### src/rtl/ram_arbiter_pkg.sv
// Shared definitions for the RAM arbiter: FSM state encodings and default widths.
// Optional build macro used by this block: ARB_FIXED_PRIO_EN (see rr_picker).
package ram_arbiter_pkg;

    localparam int ADDR_W = 16;
    localparam int DATA_W = 8;

    typedef enum logic [1:0] {
        ARB_IDLE   = 2'd0,
        ARB_ACCESS = 2'd1,
        ARB_RESP   = 2'd2
    } arb_state_t;

endpackage

### src/rtl/ram_arbiter_rr_picker.sv
// Combinational winner selection among masked requests.
// Round-robin from a start pointer by default; ARB_FIXED_PRIO_EN selects lowest-index-wins.
module rr_picker #(
    parameter int NUM_CORES = 4,
    parameter int IDX_W     = (NUM_CORES > 1) ? $clog2(NUM_CORES) : 1
) (
    input  logic [NUM_CORES-1:0] req,
    input  logic [NUM_CORES-1:0] mask,
    input  logic [IDX_W-1:0]     start,
    output logic                 valid,
    output logic [IDX_W-1:0]     index
);

    logic [NUM_CORES-1:0] elig;

    assign elig = req & ~mask;

`ifdef ARB_FIXED_PRIO_EN
    logic unused_start;
    assign unused_start = ^start;

    // Scan downward so the lowest eligible index is the last one written.
    always_comb begin
        valid = 1'b0;
        index = '0;
        for (int i = NUM_CORES - 1; i >= 0; i--) begin
            if (elig[i]) begin
                valid = 1'b1;
                index = IDX_W'(i);
            end
        end
    end
`else
    logic [IDX_W-1:0] cand;

    // Scan offsets downward so the candidate nearest to start wins.
    always_comb begin
        valid = 1'b0;
        index = '0;
        cand  = '0;
        for (int off = NUM_CORES - 1; off >= 0; off--) begin
            cand = IDX_W'((int'(start) + off) % NUM_CORES);
            if (elig[cand]) begin
                valid = 1'b1;
                index = cand;
            end
        end
    end
`endif

endmodule

### src/rtl/ram_arbiter.sv
// Shares one single-port data RAM between NUM_CORES cores: IDLE -> ACCESS -> RESP handshake,
// registered grant, read data captured at the end of ACCESS. Build option: ARB_FIXED_PRIO_EN.
module ram_arbiter
    import ram_arbiter_pkg::*;
#(
    parameter int NUM_CORES = 4,
    parameter int ADDR_W    = ram_arbiter_pkg::ADDR_W,
    parameter int DATA_W    = ram_arbiter_pkg::DATA_W,
    localparam int IDX_W    = (NUM_CORES > 1) ? $clog2(NUM_CORES) : 1
) (
    input  logic                        clk,
    input  logic                        rst,
    input  logic [NUM_CORES-1:0]        core_req,
    input  logic [NUM_CORES-1:0]        core_we,
    input  logic [NUM_CORES*ADDR_W-1:0] core_addr,
    input  logic [NUM_CORES*DATA_W-1:0] core_wdata,
    output logic [NUM_CORES-1:0]        core_ack,
    output logic [DATA_W-1:0]           core_rdata,
    output logic [ADDR_W-1:0]           ram_addr,
    output logic                        ram_we,
    output logic [DATA_W-1:0]           ram_wdata,
    input  logic [DATA_W-1:0]           ram_rdata,
    output logic [IDX_W-1:0]            grant_id,
    output logic                        busy
);

    arb_state_t           state;
    logic [IDX_W-1:0]     rr_ptr;
    logic [IDX_W-1:0]     next_ptr;
    logic [IDX_W-1:0]     pick_start;
    logic [IDX_W-1:0]     pick_idx;
    logic [NUM_CORES-1:0] pick_mask;
    logic [NUM_CORES-1:0] grant_oh;
    logic                 pick_valid;
    logic [ADDR_W-1:0]    sel_addr;
    logic [DATA_W-1:0]    sel_wdata;
    logic                 sel_we;

    function automatic logic [IDX_W-1:0] wrap_inc(input logic [IDX_W-1:0] idx);
        return (int'(idx) == NUM_CORES - 1) ? '0 : IDX_W'(int'(idx) + 1);
    endfunction

    assign next_ptr = wrap_inc(grant_id);

    always_comb begin
        grant_oh = '0;
        for (int i = 0; i < NUM_CORES; i++) begin
            grant_oh[i] = (grant_id == IDX_W'(i));
        end
    end

    // In RESP the current grantee sits out one arbitration and the search starts past it.
    always_comb begin
        if (state == ARB_RESP) begin
            pick_mask  = grant_oh;
            pick_start = next_ptr;
        end else begin
            pick_mask  = '0;
            pick_start = rr_ptr;
        end
    end

    rr_picker #(
        .NUM_CORES (NUM_CORES),
        .IDX_W     (IDX_W)
    ) u_picker (
        .req   (core_req),
        .mask  (pick_mask),
        .start (pick_start),
        .valid (pick_valid),
        .index (pick_idx)
    );

    always_comb begin
        sel_addr  = '0;
        sel_wdata = '0;
        sel_we    = 1'b0;
        for (int i = 0; i < NUM_CORES; i++) begin
            if (pick_idx == IDX_W'(i)) begin
                sel_addr  = core_addr[i*ADDR_W +: ADDR_W];
                sel_wdata = core_wdata[i*DATA_W +: DATA_W];
                sel_we    = core_we[i];
            end
        end
    end

    always_ff @(posedge clk) begin
        if (rst) begin
            state      <= ARB_IDLE;
            rr_ptr     <= '0;
            grant_id   <= '0;
            core_ack   <= '0;
            core_rdata <= '0;
            ram_addr   <= '0;
            ram_we     <= 1'b0;
            ram_wdata  <= '0;
            busy       <= 1'b0;
        end else begin
            core_ack <= '0;
            case (state)
                ARB_IDLE: begin
                    if (pick_valid) begin
                        grant_id  <= pick_idx;
                        ram_addr  <= sel_addr;
                        ram_wdata <= sel_wdata;
                        ram_we    <= sel_we;
                        busy      <= 1'b1;
                        state     <= ARB_ACCESS;
                    end
                end
                ARB_ACCESS: begin
                    ram_we     <= 1'b0;
                    core_rdata <= ram_rdata;
                    core_ack   <= grant_oh;
                    state      <= ARB_RESP;
                end
                ARB_RESP: begin
`ifdef ARB_FIXED_PRIO_EN
                    rr_ptr <= '0;
`else
                    rr_ptr <= next_ptr;
`endif
                    if (pick_valid) begin
                        grant_id  <= pick_idx;
                        ram_addr  <= sel_addr;
                        ram_wdata <= sel_wdata;
                        ram_we    <= sel_we;
                        state     <= ARB_ACCESS;
                    end else begin
                        busy  <= 1'b0;
                        state <= ARB_IDLE;
                    end
                end
                default: begin
                    ram_we <= 1'b0;
                    busy   <= 1'b0;
                    state  <= ARB_IDLE;
                end
            endcase
        end
    end

endmodule

### config.mk
export PLATFORM = sky130hd
export DESIGN_NAME = ram_arbiter
export DESIGN_NICKNAME = d
export VERILOG_FILES = /design/src/rtl/ram_arbiter_pkg.sv /design/src/rtl/ram_arbiter_rr_picker.sv /design/src/rtl/ram_arbiter.sv
export SDC_FILE = /design/constraint.sdc
export NUM_CORES = 1
export LEC_CHECK = 0
export ABC_AREA = 1
export BUFFER_PORTS_ARGS = -buffer_cell sky130_fd_sc_hd__buf_4
export CORE_ASPECT_RATIO = 0.8
export CORE_MARGIN = 4
export CORE_UTILIZATION = 40
export DETAILED_ROUTE_END_ITERATION = 6
export PLACE_DENSITY = 0.77
export SLEW_MARGIN = 30
export SYNTH_ARGS = -nofsm -noshare
export SYNTH_HDL_FRONTEND = slang
export SYNTH_HIERARCHICAL = 1
export SYNTH_SLANG_ARGS = --single-unit
export TNS_END_PERCENT = 30
### constraint.sdc
create_clock -name clk -period 2.4 [get_ports clk]
set_input_delay 0.36 -clock clk [delete_from_list [all_inputs] [get_ports clk]]
set_output_delay 0.36 -clock clk [all_outputs]
set_load 0.05 [all_outputs]
==> results of run 1 <==
## metal layers
layer / track usage / wire length [um]
met1: 0.278 / 4040
met2: 0.441 / 5270
met3: 0.0586 / 1070
met4: 0.0929 / 259
met5: 0 / 0
## final timing paths
check / start / to / cells after the start
worst max-delay path: grant_id[1]$_SDFFE_PP0P_ / ram_addr[5]$_SDFFE_PP0P_ / 20
worst min-delay path: ram_rdata[6] / core_rdata[6]$_SDFFE_PP0N_ / 3
worst max register to register: grant_id[1]$_SDFFE_PP0P_ / ram_addr[5]$_SDFFE_PP0P_ / 20
worst min register to register: ram_addr[7]$_SDFFE_PP0P_ / ram_addr[7]$_SDFFE_PP0P_ / 2
## state kept, by name (all words and copies together) (netlist names)
register,cells
ram_addr,16
core_rdata,8
ram_wdata,8
core_ack,4
grant_id,2
rr_ptr,2
state,2
busy,1
ram_we,1
## report_power, final
group	internal [mW]	leakage, nW	total [mW]	switching, mW
sequential	0.893	0.365	0.989	0.0961
clock	0.206	0.0404	0.473	0.267
combinational	1.29	1.88	3.17	1.88
total	2.39	2.29	4.63	2.24
## worst max-delay path, cell delays in order, from the launching register on
cell,delay (ns)
dfxtp_4,0.39
inv_4,0.04
ha_4,0.24
o21ai_4,0.15
inv_2,0.08
xnor2_2,0.20
nand2_2,0.08
nand2_1,0.06
inv_1,0.04
nand2_2,0.07
nand2_2,0.05
nand2_2,0.08
nand2_4,0.08
buf_12,0.16
nor2_4,0.12
buf_12,0.12
buf_16,0.12
nand2_1,0.05
nand3_1,0.08
nand2_1,0.08
a21oi_2,0.13
## cell usage in the layout (no fill, tap or decap), drive strengths merged
cell      count
xnor2         1
nand3        61
a21oi        29
or2          11
clkinv        1
nor2         66
ha            4
clkbuf        5
o21ai        39
nand2        93
inv          32
buf         196
clkinvlp      4
a21boi        1
o21a          8
xor2          1
dfxtp        44
bufbuf        1
## area by class of cell
cell class / instances / area [um^2] / share of cell area
Inverter: 33 / 138 / 0.0291
Clock buffer: 5 / 68.8 / 0.0146
Timing Repair Buffer: 197 / 1640 / 0.347
Tap cell: 84 / 105 / 0.0222
Clock inverter: 3 / 23.8 / 0.00503
Sequential cell: 44 / 891 / 0.189
Multi-Input combinational cell: 314 / 1850 / 0.391
Timing Repair inverter: 1 / 7.51 / 0.00159
## Yosys cell counts (all sizes together)
cell type  instances
o21ai             39
ha                 4
xnor2              1
clkbuf             2
nor2              64
inv               33
dfxtp             44
o21a               8
xor2               1
or2               11
nand2             91
a21boi             1
a21oi             29
nand3             61
buf               23
## repair_timing
action,4_1_cts,5_1_grt
pin swaps,19,45
resized for setup,42,49
buffers inserted,9,9
endpoints found under the setup margin,25,27
hold endpoints to repair,0,0
gates cloned,7,1
## stage by stage
step	TNS (ns)	instances	hold WS, ns	cell area (um^2)
after floorplan	0	412	0.444	2750
after global placement	-0.554	651	0.457	4070
after detailed placement	-2.25	651	0.457	4070
after CTS	-0.0984	674	0.302	4500
after global routing	-4.58	681	0.299	4720
final	-0.846	681	0.310	4720
## cell families (layout without fill, tap and decap cells)
family,Yosys count,in the layout,share of synthesized area
AND/OR/NAND/NOR,227,231,0.365
AO/OA/AOI/OAI,77,77,0.169
buffers and inverters,58,239,0.118
flip-flops,44,44,0.323
adder cells (fa/ha/maj),4,4,0.0183
XOR/XNOR,2,2,0.00642
==> run_summary.xml, run 1 <==
<?xml version="1.0" encoding="UTF-8"?>
<metrics>
  <group name="floorplanning">
    <metric name="core_area" unit="mm^2">0.00651</metric>
    <metric name="fp.dieArea" unit="mm^2">0.00822</metric>
    <metric name="die_span_x" unit="um">100</metric>
    <metric name="io_pins" unit="">154</metric>
    <metric name="floorplan.rows" unit="">26</metric>
    <metric name="start_util" unit="">0.419</metric>
    <metric name="die_h" unit="um">81.9</metric>
  </group>
  <group name="clocking">
    <metric name="cts_hold_repair.buffers" unit="">0</metric>
    <metric name="cts.root.buffer_cell" unit="">clkbuf_8</metric>
    <metric name="cts_max_level" unit="">2</metric>
    <metric name="num_cts_buffers" unit="">5</metric>
    <metric name="clk_path_buf_depth" unit="">2</metric>
    <metric name="clock_transition_time_at_the_flip_flop_clock_pins_of_the_worst_setup_and_hold_paths" unit="ns">0.10</metric>
    <metric name="cts.sink_count" unit="">44</metric>
    <metric name="cts_tree" unit="">done</metric>
    <metric name="clk-insertion-delay-late" unit="ns">0.30</metric>
  </group>
  <group name="timing">
    <metric name="worst_pin_slew" unit="ns">0.616</metric>
    <metric name="clock-skew-final" unit="ns">0.0131</metric>
    <metric name="report.final.setup_viol" unit="">22</metric>
    <metric name="final_max_slew_viol_count" unit="">0</metric>
    <metric name="fmaxAchievable" unit="MHz">401</metric>
    <metric name="hold_violations" unit="">0</metric>
    <metric name="rsz_0062_raised_after_global_routing" unit="">true</metric>
    <metric name="postLayoutSetupSlackWorst" unit="ns">-0.0955</metric>
    <metric name="fin_crit_period" unit="ns">2.50</metric>
    <metric name="max_slew_margin" unit="">0.589</metric>
    <metric name="fraction_of_the_cycle_the_final_worst_path_needs" unit="">1.04</metric>
  </group>
  <group name="pwr">
    <metric name="irDropWorstVdd" unit="uV">542</metric>
    <metric name="leakage_power_total" unit="nW">2.29</metric>
    <metric name="total_power" unit="mW">4.63</metric>
    <metric name="power-per-cell-area" unit="mW/mm^2">979</metric>
  </group>
  <group name="logic_synthesis">
    <metric name="synth_cell_type_count" unit="">28</metric>
    <metric name="top_post_synthesis_cells_by_area" unit="">dfxtp_1, nand2_1, nand3_1</metric>
    <metric name="post-synth-top-area-fraction" unit="">0.323</metric>
    <metric name="postSynthNetCount" unit="">530</metric>
    <metric name="seq_area_frac_synth" unit="">0.323</metric>
    <metric name="syn_area" unit="mm^2">0.00273</metric>
    <metric name="syn-mean-instance-area" unit="um^2">6.62</metric>
    <metric name="netlist_instances" unit="">412</metric>
    <metric name="ys.warnings.count" unit="">6</metric>
    <metric name="synth-seq-cells" unit="">44</metric>
    <metric name="post-synth-top-area-cell" unit="">dfxtp_1</metric>
  </group>
  <group name="worst_setup_path">
    <metric name="r2r_slack" unit="ns">-0.1</metric>
    <metric name="worst-endpoint-required" unit="ns">2.64</metric>
    <metric name="critPathLaunchType" unit="">flop</metric>
    <metric name="worstPathArrival" unit="ns">2.74</metric>
    <metric name="criticalPathCategory" unit="">reg2reg</metric>
    <metric name="crit_path_max_fanout" unit="">7</metric>
    <metric name="cp-end-kind" unit="">flop</metric>
  </group>
  <group name="detailed_routing">
    <metric name="drt-vias-per-instance" unit="">5.22</metric>
    <metric name="firstDrtPassIters" unit="">5</metric>
    <metric name="total_drc_errors_in_the_routed_layout" unit="">0</metric>
    <metric name="detailroute.via_count" unit="">3552</metric>
    <metric name="final_antenna_net_count" unit="">0</metric>
    <metric name="routed_wire_length_per_instance" unit="um">15.6</metric>
    <metric name="first_iter_violations" unit="">158</metric>
    <metric name="routed_wl" unit="mm">10.6</metric>
  </group>
  <group name="placement">
    <metric name="post-place-ws" unit="ns">-0.125</metric>
    <metric name="gp_congestion" unit="">0.855</metric>
    <metric name="port_buffers" unit="">153</metric>
    <metric name="hpwl" unit="mm">7.06</metric>
  </group>
  <group name="finish">
    <metric name="layout_cells_sized_above_1" unit="">0.519</metric>
    <metric name="final_util" unit="">0.726</metric>
    <metric name="diodes" unit="">0</metric>
    <metric name="layout.filler_cells" unit="">506</metric>
    <metric name="flow.area_growth_from_synthesis" unit="%">73.1</metric>
    <metric name="finalNetCount" unit="">714</metric>
  </group>
  <group name="outcome">
    <metric name="outcome" unit="">finished with violations</metric>
    <metric name="violations" unit="">setup timing</metric>
  </group>
  <group name="global_routing">
    <metric name="overflow" unit="">0</metric>
    <metric name="largest_net_degree_at_the_start_of_global_routing" unit="">28</metric>
    <metric name="grt_first_pass_wirelength" unit="mm">15.8</metric>
    <metric name="grt_pass1_vias" unit="">3389</metric>
    <metric name="gr-usage-all-layers" unit="">0.243</metric>
    <metric name="number_of_antenna_violations_at_the_first_check_in_global_routing" unit="">0</metric>
  </group>
  <group name="hold_path">
    <metric name="holdCritPathClass" unit="">in2reg</metric>
  </group>
  <group name="run">
    <metric name="drv.max_cap_violation_count" unit="">0</metric>
  </group>
</metrics>
Power figures use the tool's default switching activity.
==> run 2: changes to the inputs <==
Settings changed: ABC_AREA 1 to default, CORE_UTILIZATION 40 to 38, CTS_CLUSTER_DIAMETER from default to 60.
==> run 2 against run 1 <==
Net effect: the flow still finishes with violations (setup timing); clock skew down 0.0070 ns; hold slack worse by 0.0053 ns; clock power up 2%; design area down 15%; critical path depth down 9; sequential share of layout area up 3.3 points; count of clock-buffer cells in the layout up 3.
==> run_summary.xml, run 2 <==
<?xml version="1.0" encoding="UTF-8"?>
<metrics>
  <group name="outcome">
    <metric name="outcome" unit="">finished with violations</metric>
    <metric name="violations" unit="">setup timing</metric>
  </group>
  <group name="placement">
    <metric name="port_buffers" unit="">153</metric>
    <metric name="post-place-ws" unit="ns">-0.283</metric>
    <metric name="hpwl" unit="mm">5.98</metric>
    <metric name="placed_cell_count" unit="">476</metric>
    <metric name="gp_congestion" unit="">0.788</metric>
  </group>
  <group name="worst_setup_path">
    <metric name="crit_path_max_fanout" unit="">7</metric>
    <metric name="criticalPathCategory" unit="">reg2reg</metric>
    <metric name="cp-end-kind" unit="">flop</metric>
    <metric name="worst-endpoint-required" unit="ns">2.59</metric>
    <metric name="regToRegEndpoint" unit="">ram_addr[10]$_SDFFE_PP0P_</metric>
    <metric name="critPathLaunchType" unit="">flop</metric>
    <metric name="timing.rr.start" unit="">grant_id[1]$_SDFFE_PP0P_</metric>
    <metric name="worstPathArrival" unit="ns">2.81</metric>
    <metric name="reg2reg_depth" unit="">11</metric>
    <metric name="r2r_slack" unit="ns">-0.22</metric>
  </group>
  <group name="logic_synthesis">
    <metric name="ys.warnings.count" unit="">6</metric>
    <metric name="synth_cell_type_count" unit="">33</metric>
    <metric name="synth_commonest_cells" unit="">mux2i_1, dfxtp_1, a21o_1, o22ai_1, nand2_1</metric>
    <metric name="postSynthNetCount" unit="">355</metric>
    <metric name="yosysMostFrequentCell" unit="">mux2i_1</metric>
    <metric name="synth-async-reset-ratio" unit="">0</metric>
    <metric name="synth-seq-cells" unit="">44</metric>
    <metric name="seq_area_frac_synth" unit="">0.379</metric>
    <metric name="post-synth-top-area-fraction" unit="">0.379</metric>
    <metric name="synth-main-ff-cell" unit="">dfxtp_1</metric>
    <metric name="syn-mean-instance-area" unit="um^2">9.80</metric>
    <metric name="post-synth-top-area-cell" unit="">dfxtp_1</metric>
    <metric name="top_post_synthesis_cells_by_area" unit="">dfxtp_1, mux2i_1, a21o_1</metric>
    <metric name="syn_area" unit="mm^2">0.00232</metric>
    <metric name="synth_enable_flop_cells" unit="">0</metric>
    <metric name="netlist_instances" unit="">237</metric>
  </group>
  <group name="floorplanning">
    <metric name="floorplan.rows" unit="">25</metric>
    <metric name="die_h" unit="um">77.9</metric>
    <metric name="fp.dieArea" unit="mm^2">0.00743</metric>
    <metric name="die_span_x" unit="um">95.4</metric>
    <metric name="core_area" unit="mm^2">0.00591</metric>
    <metric name="io_pins" unit="">154</metric>
    <metric name="start_util" unit="">0.393</metric>
  </group>
  <group name="pwr">
    <metric name="leakage_power_total" unit="nW">2.03</metric>
    <metric name="irDropWorstVdd" unit="uV">306</metric>
    <metric name="power-per-cell-area" unit="mW/mm^2">595</metric>
  </group>
  <group name="global_routing">
    <metric name="largest_net_degree_at_the_start_of_global_routing" unit="">25</metric>
    <metric name="grt_first_pass_wirelength" unit="mm">11.8</metric>
    <metric name="number_of_antenna_violations_at_the_first_check_in_global_routing" unit="">0</metric>
    <metric name="overflow" unit="">0</metric>
    <metric name="grt_pass1_vias" unit="">2592</metric>
    <metric name="gr-usage-all-layers" unit="">0.206</metric>
  </group>
  <group name="timing">
    <metric name="fmaxAchievable" unit="MHz">382</metric>
    <metric name="postLayoutSetupSlackWorst" unit="ns">-0.220</metric>
    <metric name="fin_crit_period" unit="ns">2.62</metric>
    <metric name="clock-skew-final" unit="ns">0.00611</metric>
    <metric name="max_slew_margin" unit="">0.650</metric>
    <metric name="final_max_slew_viol_count" unit="">0</metric>
    <metric name="hold_violations" unit="">0</metric>
    <metric name="final_layout_setup_total_negative_slack" unit="ns">-3.99</metric>
    <metric name="worst_pin_slew" unit="ns">0.523</metric>
    <metric name="rsz_0062_raised_after_global_routing" unit="">true</metric>
    <metric name="fraction_of_the_cycle_the_final_worst_path_needs" unit="">1.09</metric>
    <metric name="report.final.setup_viol" unit="">25</metric>
  </group>
  <group name="detailed_routing">
    <metric name="final_antenna_net_count" unit="">0</metric>
    <metric name="first_iter_violations" unit="">91</metric>
    <metric name="detailroute.via_count" unit="">2495</metric>
    <metric name="routed_wire_length_per_instance" unit="um">16.2</metric>
    <metric name="drt-vias-per-instance" unit="">5.10</metric>
    <metric name="total_drc_errors_in_the_routed_layout" unit="">0</metric>
    <metric name="firstDrtPassIters" unit="">7</metric>
    <metric name="routed_wl" unit="mm">7.94</metric>
  </group>
  <group name="hold_path">
    <metric name="min-delay-start" unit="">ram_rdata[5]</metric>
    <metric name="holdCritPathClass" unit="">in2reg</metric>
    <metric name="min_delay_worst_endpoint" unit="">core_rdata[5]$_SDFFE_PP0N_</metric>
    <metric name="timing.hold.worst_path_depth" unit="">3</metric>
  </group>
  <group name="finish">
    <metric name="most-common-layout-cells" unit="">buf_4, mux2i_1, dfxtp_1</metric>
    <metric name="layout_cells_sized_above_1" unit="">0.534</metric>
    <metric name="diodes" unit="">0</metric>
    <metric name="flow.area_growth_from_synthesis" unit="%">73.0</metric>
    <metric name="layout.filler_cells" unit="">444</metric>
    <metric name="largest_register_ff_count" unit="">16</metric>
    <metric name="top_register" unit="">ram_addr</metric>
    <metric name="finish.cell_count_without_fillers" unit="">489</metric>
    <metric name="multi_input_comb_area" unit="mm^2">0.00148</metric>
    <metric name="largest_registers" unit="">ram_addr x16, core_rdata x8, ram_wdata x8</metric>
    <metric name="regArea" unit="um^2">888</metric>
    <metric name="finalNetCount" unit="">525</metric>
    <metric name="mostFrequentLayoutCell" unit="">buf_4</metric>
  </group>
  <group name="clocking">
    <metric name="cts.root.buffer_cell" unit="">clkbuf_8</metric>
    <metric name="clk-insertion-delay-late" unit="ns">0.30</metric>
    <metric name="cts_max_level" unit="">2</metric>
    <metric name="cts_tree" unit="">done</metric>
    <metric name="clk_path_buf_depth" unit="">2</metric>
    <metric name="clock_transition_time_at_the_flip_flop_clock_pins_of_the_worst_setup_and_hold_paths" unit="ns">0.08</metric>
    <metric name="num_cts_buffers" unit="">5</metric>
    <metric name="cts.sink_count" unit="">44</metric>
  </group>
  <group name="run">
    <metric name="drv.max_cap_violation_count" unit="">0</metric>
  </group>
</metrics>
run 2: cell types whose count changed after synthesis, moves of 14 or more:
cell	delta
nand2_1	-71
o22ai_1	+23
inv_1	-25
o21ai_0	-36
mux2i_1	+51
nand3_1	-60
a21o_1	+23
nor2_1	-55
a21oi_2	-14
run 2: metal layers:
| layer | GRT usage | vias to the layer above | wire length, um |
|---|---|---|---|
| met5 | 0 | - | 0 |
| met4 | 0.0724 | 0 | 165 |
| met3 | 0.0707 | 20 | 592 |
| met2 | 0.371 | 100 | 4130 |
| met1 | 0.220 | 1177 | 3060 |
| li1 | - | 1198 | - |
run 2: how the worst max path moves through the flow:
| stage | start | end | slack (ns) | cells past startpoint |
|---|---|---|---|---|
| floorplan | grant_id[1]$_SDFFE_PP0P_ | ram_addr[10]$_SDFFE_PP0P_ | -0.19 | 11 |
| global placement | grant_id[1]$_SDFFE_PP0P_ | ram_addr[10]$_SDFFE_PP0P_ | -0.18 | 10 |
| detailed placement | state[1]$_SDFFE_PP0P_ | ram_addr[10]$_SDFFE_PP0P_ | -0.28 | 9 |
| CTS | grant_id[1]$_SDFFE_PP0P_ | ram_we$_SDFFE_PP0P_ | -0.17 | 11 |
| global route | grant_id[1]$_SDFFE_PP0P_ | ram_we$_SDFFE_PP0P_ | -0.29 | 11 |
| finish | grant_id[1]$_SDFFE_PP0P_ | ram_addr[10]$_SDFFE_PP0P_ | -0.22 | 11 |
run 2: critical path, cell delays in order (launching register included):
cell	delay, ns
dfxtp_4	0.36
inv_4	0.04
ha_4	0.22
mux2_4	0.27
and3b_2	0.22
or3b_4	0.39
a2bb2oi_4	0.17
buf_12	0.15
buf_12	0.14
mux2i_1	0.19
nor2_1	0.06
a211o_1	0.28
run 2: logic make-up (layout without fill, tap and decap cells):
kind of cell,count (synthesis),count (layout),share of synthesized area
compound gates,62,62,0.181
mux,54,54,0.239
simple gates,51,52,0.123
flops,44,44,0.379
buf+inv,22,192,0.0555
fa+ha+maj,4,4,0.0216
run 2: power by group:
group / leakage, nW / internal [mW] / switching (mW)
clock: 0.0455 / 0.235 / 0.248
sequential: 0.364 / 0.810 / 0.0441
combinational: 1.62 / 0.484 / 0.569
run 2: through the flow:
| stage | power (mW) | area (um^2) | util | hold WS [ns] |
|---|---|---|---|---|
| global route | 2.50 | 4020 | 0.680 | 0.293 |
| floorplan | 1.48 | 2400 | - | 0.493 |
| global placement | 1.81 | 3710 | 0.628 | 0.435 |
| detailed placement | 1.83 | 3710 | 0.628 | 0.442 |
| CTS | 2.38 | 3980 | 0.674 | 0.302 |
| finish | 2.39 | 4020 | 0.680 | 0.305 |
run 2: what timing repair did:
item	4_1_cts	5_1_grt
gates cloned	3	0
hold buffers	0	0
setup buffers	3	0
gates resized for setup	15	15
endpoints found under the hold margin	0	0
pin swaps	5	3
setup endpoints to repair	25	25
run 2: final cells by class:
type | instances | area share
Clock buffer | 8 | 0.0224
Sequential cell | 44 | 0.221
Timing Repair Buffer | 181 | 0.359
Inverter | 3 | 0.00343
Multi-Input combinational cell | 172 | 0.368
Tap cell | 81 | 0.0252
==> run 3: changes to the inputs <==
==> constraint.sdc (replaced) <==
create_clock -name clk -period 2.4 [get_ports clk]
set_input_delay 0.36 -clock clk [delete_from_list [all_inputs] [get_ports clk]]
set_output_delay 0.36 -clock clk [all_outputs]
set_load 0.005 [all_outputs]
==> run 3 against run 2 <==
Net effect: the run still ends with setup timing left; clock skew rose by 0.0017 ns; final cell count rose by 3.5%; design area rose by 9.5%; hold slack improved by 0.0011 ns; sequential power barely moved; core utilization rose by 6.5 points; total power rose by 0.29%; clock power rose by 29%; critical path depth fell by 1; global-route usage fell by 0.053 points; routed wire length rose by 11%; die area did not move.
==> run_summary.xml, run 3 (synthesis results as in run 2) <==
<?xml version="1.0" encoding="UTF-8"?>
<metrics>
  <group name="global_routing">
    <metric name="number_of_antenna_violations_at_the_first_check_in_global_routing" unit="">0</metric>
    <metric name="grt_pass1_vias" unit="">2563</metric>
    <metric name="largest_net_degree_at_the_start_of_global_routing" unit="">25</metric>
    <metric name="grt_first_pass_wirelength" unit="mm">12.0</metric>
    <metric name="overflow" unit="">0</metric>
    <metric name="gr-usage-all-layers" unit="">0.205</metric>
  </group>
  <group name="hold_path">
    <metric name="holdCritPathClass" unit="">in2reg</metric>
    <metric name="min-delay-start" unit="">ram_rdata[0]</metric>
  </group>
  <group name="timing">
    <metric name="fin_crit_period" unit="ns">2.71</metric>
    <metric name="postLayoutSetupSlackWorst" unit="ns">-0.313</metric>
    <metric name="worst_pin_slew" unit="ns">0.488</metric>
    <metric name="report.final.setup_viol" unit="">25</metric>
    <metric name="final_layout_setup_total_negative_slack" unit="ns">-5.75</metric>
    <metric name="final_max_slew_viol_count" unit="">0</metric>
    <metric name="fmaxAchievable" unit="MHz">369</metric>
    <metric name="rsz_0062_raised_after_global_routing" unit="">true</metric>
    <metric name="clock-skew-final" unit="ns">0.00778</metric>
    <metric name="hold_violations" unit="">0</metric>
    <metric name="max_slew_margin" unit="">0.674</metric>
    <metric name="fraction_of_the_cycle_the_final_worst_path_needs" unit="">1.13</metric>
  </group>
  <group name="worst_setup_path">
    <metric name="worst-endpoint-required" unit="ns">2.59</metric>
    <metric name="crit_path_max_fanout" unit="">4</metric>
    <metric name="criticalPathCategory" unit="">reg2reg</metric>
    <metric name="startpoint" unit="">grant_id[0]$_SDFFE_PP0P_</metric>
    <metric name="cp-end-kind" unit="">flop</metric>
    <metric name="worstPathArrival" unit="ns">2.90</metric>
    <metric name="timing.rr.start" unit="">grant_id[0]$_SDFFE_PP0P_</metric>
    <metric name="critPathLaunchType" unit="">flop</metric>
  </group>
  <group name="run">
    <metric name="drv.max_cap_violation_count" unit="">0</metric>
  </group>
  <group name="finish">
    <metric name="finish.cell_count_without_fillers" unit="">506</metric>
    <metric name="largest_register_ff_count" unit="">16</metric>
    <metric name="finalNetCount" unit="">542</metric>
    <metric name="layout.filler_cells" unit="">387</metric>
    <metric name="layout_cells_sized_above_1" unit="">0.607</metric>
    <metric name="diodes" unit="">0</metric>
    <metric name="most-common-layout-cells" unit="">buf_4, dfxtp_1, mux2i_1</metric>
    <metric name="final_util" unit="">0.744</metric>
    <metric name="largest_registers" unit="">ram_addr x16, core_rdata x8, ram_wdata x8</metric>
    <metric name="flow.area_growth_from_synthesis" unit="%">89.4</metric>
    <metric name="mostFrequentLayoutCell" unit="">buf_4</metric>
    <metric name="top_register" unit="">ram_addr</metric>
  </group>
  <group name="floorplanning">
    <metric name="die_span_x" unit="um">95.4</metric>
    <metric name="die_h" unit="um">77.9</metric>
    <metric name="fp.dieArea" unit="mm^2">0.00743</metric>
    <metric name="floorplan.rows" unit="">25</metric>
    <metric name="io_pins" unit="">154</metric>
    <metric name="start_util" unit="">0.393</metric>
    <metric name="core_area" unit="mm^2">0.00591</metric>
  </group>
  <group name="detailed_routing">
    <metric name="first_iter_violations" unit="">66</metric>
    <metric name="drt-vias-per-instance" unit="">5.03</metric>
    <metric name="detailroute.via_count" unit="">2545</metric>
    <metric name="total_drc_errors_in_the_routed_layout" unit="">0</metric>
    <metric name="routed_wl" unit="mm">8.84</metric>
    <metric name="routed_wire_length_per_instance" unit="um">17.5</metric>
    <metric name="final_antenna_net_count" unit="">0</metric>
    <metric name="firstDrtPassIters" unit="">4</metric>
  </group>
  <group name="pwr">
    <metric name="power-per-cell-area" unit="mW/mm^2">545</metric>
    <metric name="irDropWorstVdd" unit="uV">299</metric>
    <metric name="leakage_power_total" unit="nW">2.19</metric>
  </group>
  <group name="placement">
    <metric name="port_buffers" unit="">153</metric>
    <metric name="gp_congestion" unit="">0.854</metric>
    <metric name="hpwl" unit="mm">5.96</metric>
    <metric name="placed_cell_count" unit="">483</metric>
  </group>
  <group name="clocking">
    <metric name="clock_transition_time_at_the_flip_flop_clock_pins_of_the_worst_setup_and_hold_paths" unit="ns">0.08</metric>
    <metric name="cts.root.buffer_cell" unit="">clkbuf_8</metric>
    <metric name="clk_path_buf_depth" unit="">2</metric>
    <metric name="cts_max_level" unit="">2</metric>
    <metric name="cts.sink_count" unit="">44</metric>
    <metric name="clk-insertion-delay-late" unit="ns">0.30</metric>
    <metric name="num_cts_buffers" unit="">5</metric>
    <metric name="cts_tree" unit="">done</metric>
  </group>
  <group name="outcome">
    <metric name="violations" unit="">setup timing</metric>
    <metric name="outcome" unit="">finished with violations</metric>
  </group>
</metrics>
run 3: changes by cell type in the layout (fill, tap and decap cells not counted), sizes merged:
cell / previous run / this run
buf: 181 / 195
bufinv: 0 / 1
clkbuf: 8 / 10
run 3: final timing paths:
kind	to	slack, ns	cells after the start
hold / removal	core_rdata[0]$_SDFFE_PP0N_	0.31	3
setup / recovery	ram_we$_SDFFE_PP0P_	-0.31	10
hold reg to reg	core_rdata[1]$_SDFFE_PP0N_	0.46	2
setup reg to reg	ram_we$_SDFFE_PP0P_	-0.31	10
run 3: metal layers:
| layer | wire length [um] | global-route usage | vias up |
|---|---|---|---|
| met5 | 0 | 0 | - |
| met4 | 178 | 0.0611 | 0 |
| met3 | 621 | 0.0562 | 19 |
| li1 | - | - | 1234 |
| met1 | 3390 | 0.240 | 1189 |
| met2 | 4640 | 0.362 | 103 |
run 3: layout make-up:
cell class	instances	area (um^2)	area share
clock buffer	7	96.3	0.0219
multi-input combinational	172	1640	0.372
clock inverter	1	30.0	0.00683
inverter	3	13.8	0.00313
timing repair buffer	198	1640	0.372
sequential	44	886	0.201
tap	81	101	0.0230
run 3: through the flow:
| step | total power [mW] | worst slack [ns] | hold WS [ns] | instance area [um^2] |
|---|---|---|---|---|
| after global placement | 1.59 | -0.226 | 0.435 | 3790 |
| after floorplan | 1.22 | -0.0899 | 0.450 | 2400 |
| after detailed placement | 1.60 | -0.272 | 0.440 | 3790 |
| final | 2.40 | -0.313 | 0.306 | 4400 |
| after global routing | 2.51 | -0.394 | 0.289 | 4400 |
| after CTS | 2.28 | -0.184 | 0.299 | 4090 |
run 3: where the power goes:
part	switching [mW]	leakage, nW	internal (mW)	total, mW
clock network	0.255	0.0645	0.367	0.622
registers	0.0465	0.364	0.811	0.857
logic	0.362	1.76	0.555	0.917
total	0.663	2.19	1.73	2.40
run 3: what timing repair did:
action,4_1_cts,5_1_grt
pin swaps,9,5
gates resized for setup,18,41
hold buffers,0,0
endpoints found under the setup margin,25,26
setup buffers,7,3
gates cloned,2,4
run 3: critical path, cell delays in order (launching register included):
cell and delay, ns:
dfxtp_4 0.37, inv_4 0.04, ha_4 0.22, mux2_4 0.27
and3b_2 0.23, buf_6 0.11, o21a_1 0.19, nor4_4 0.32
mux4_2 0.57, mux2i_2 0.21, nor3_1 0.06
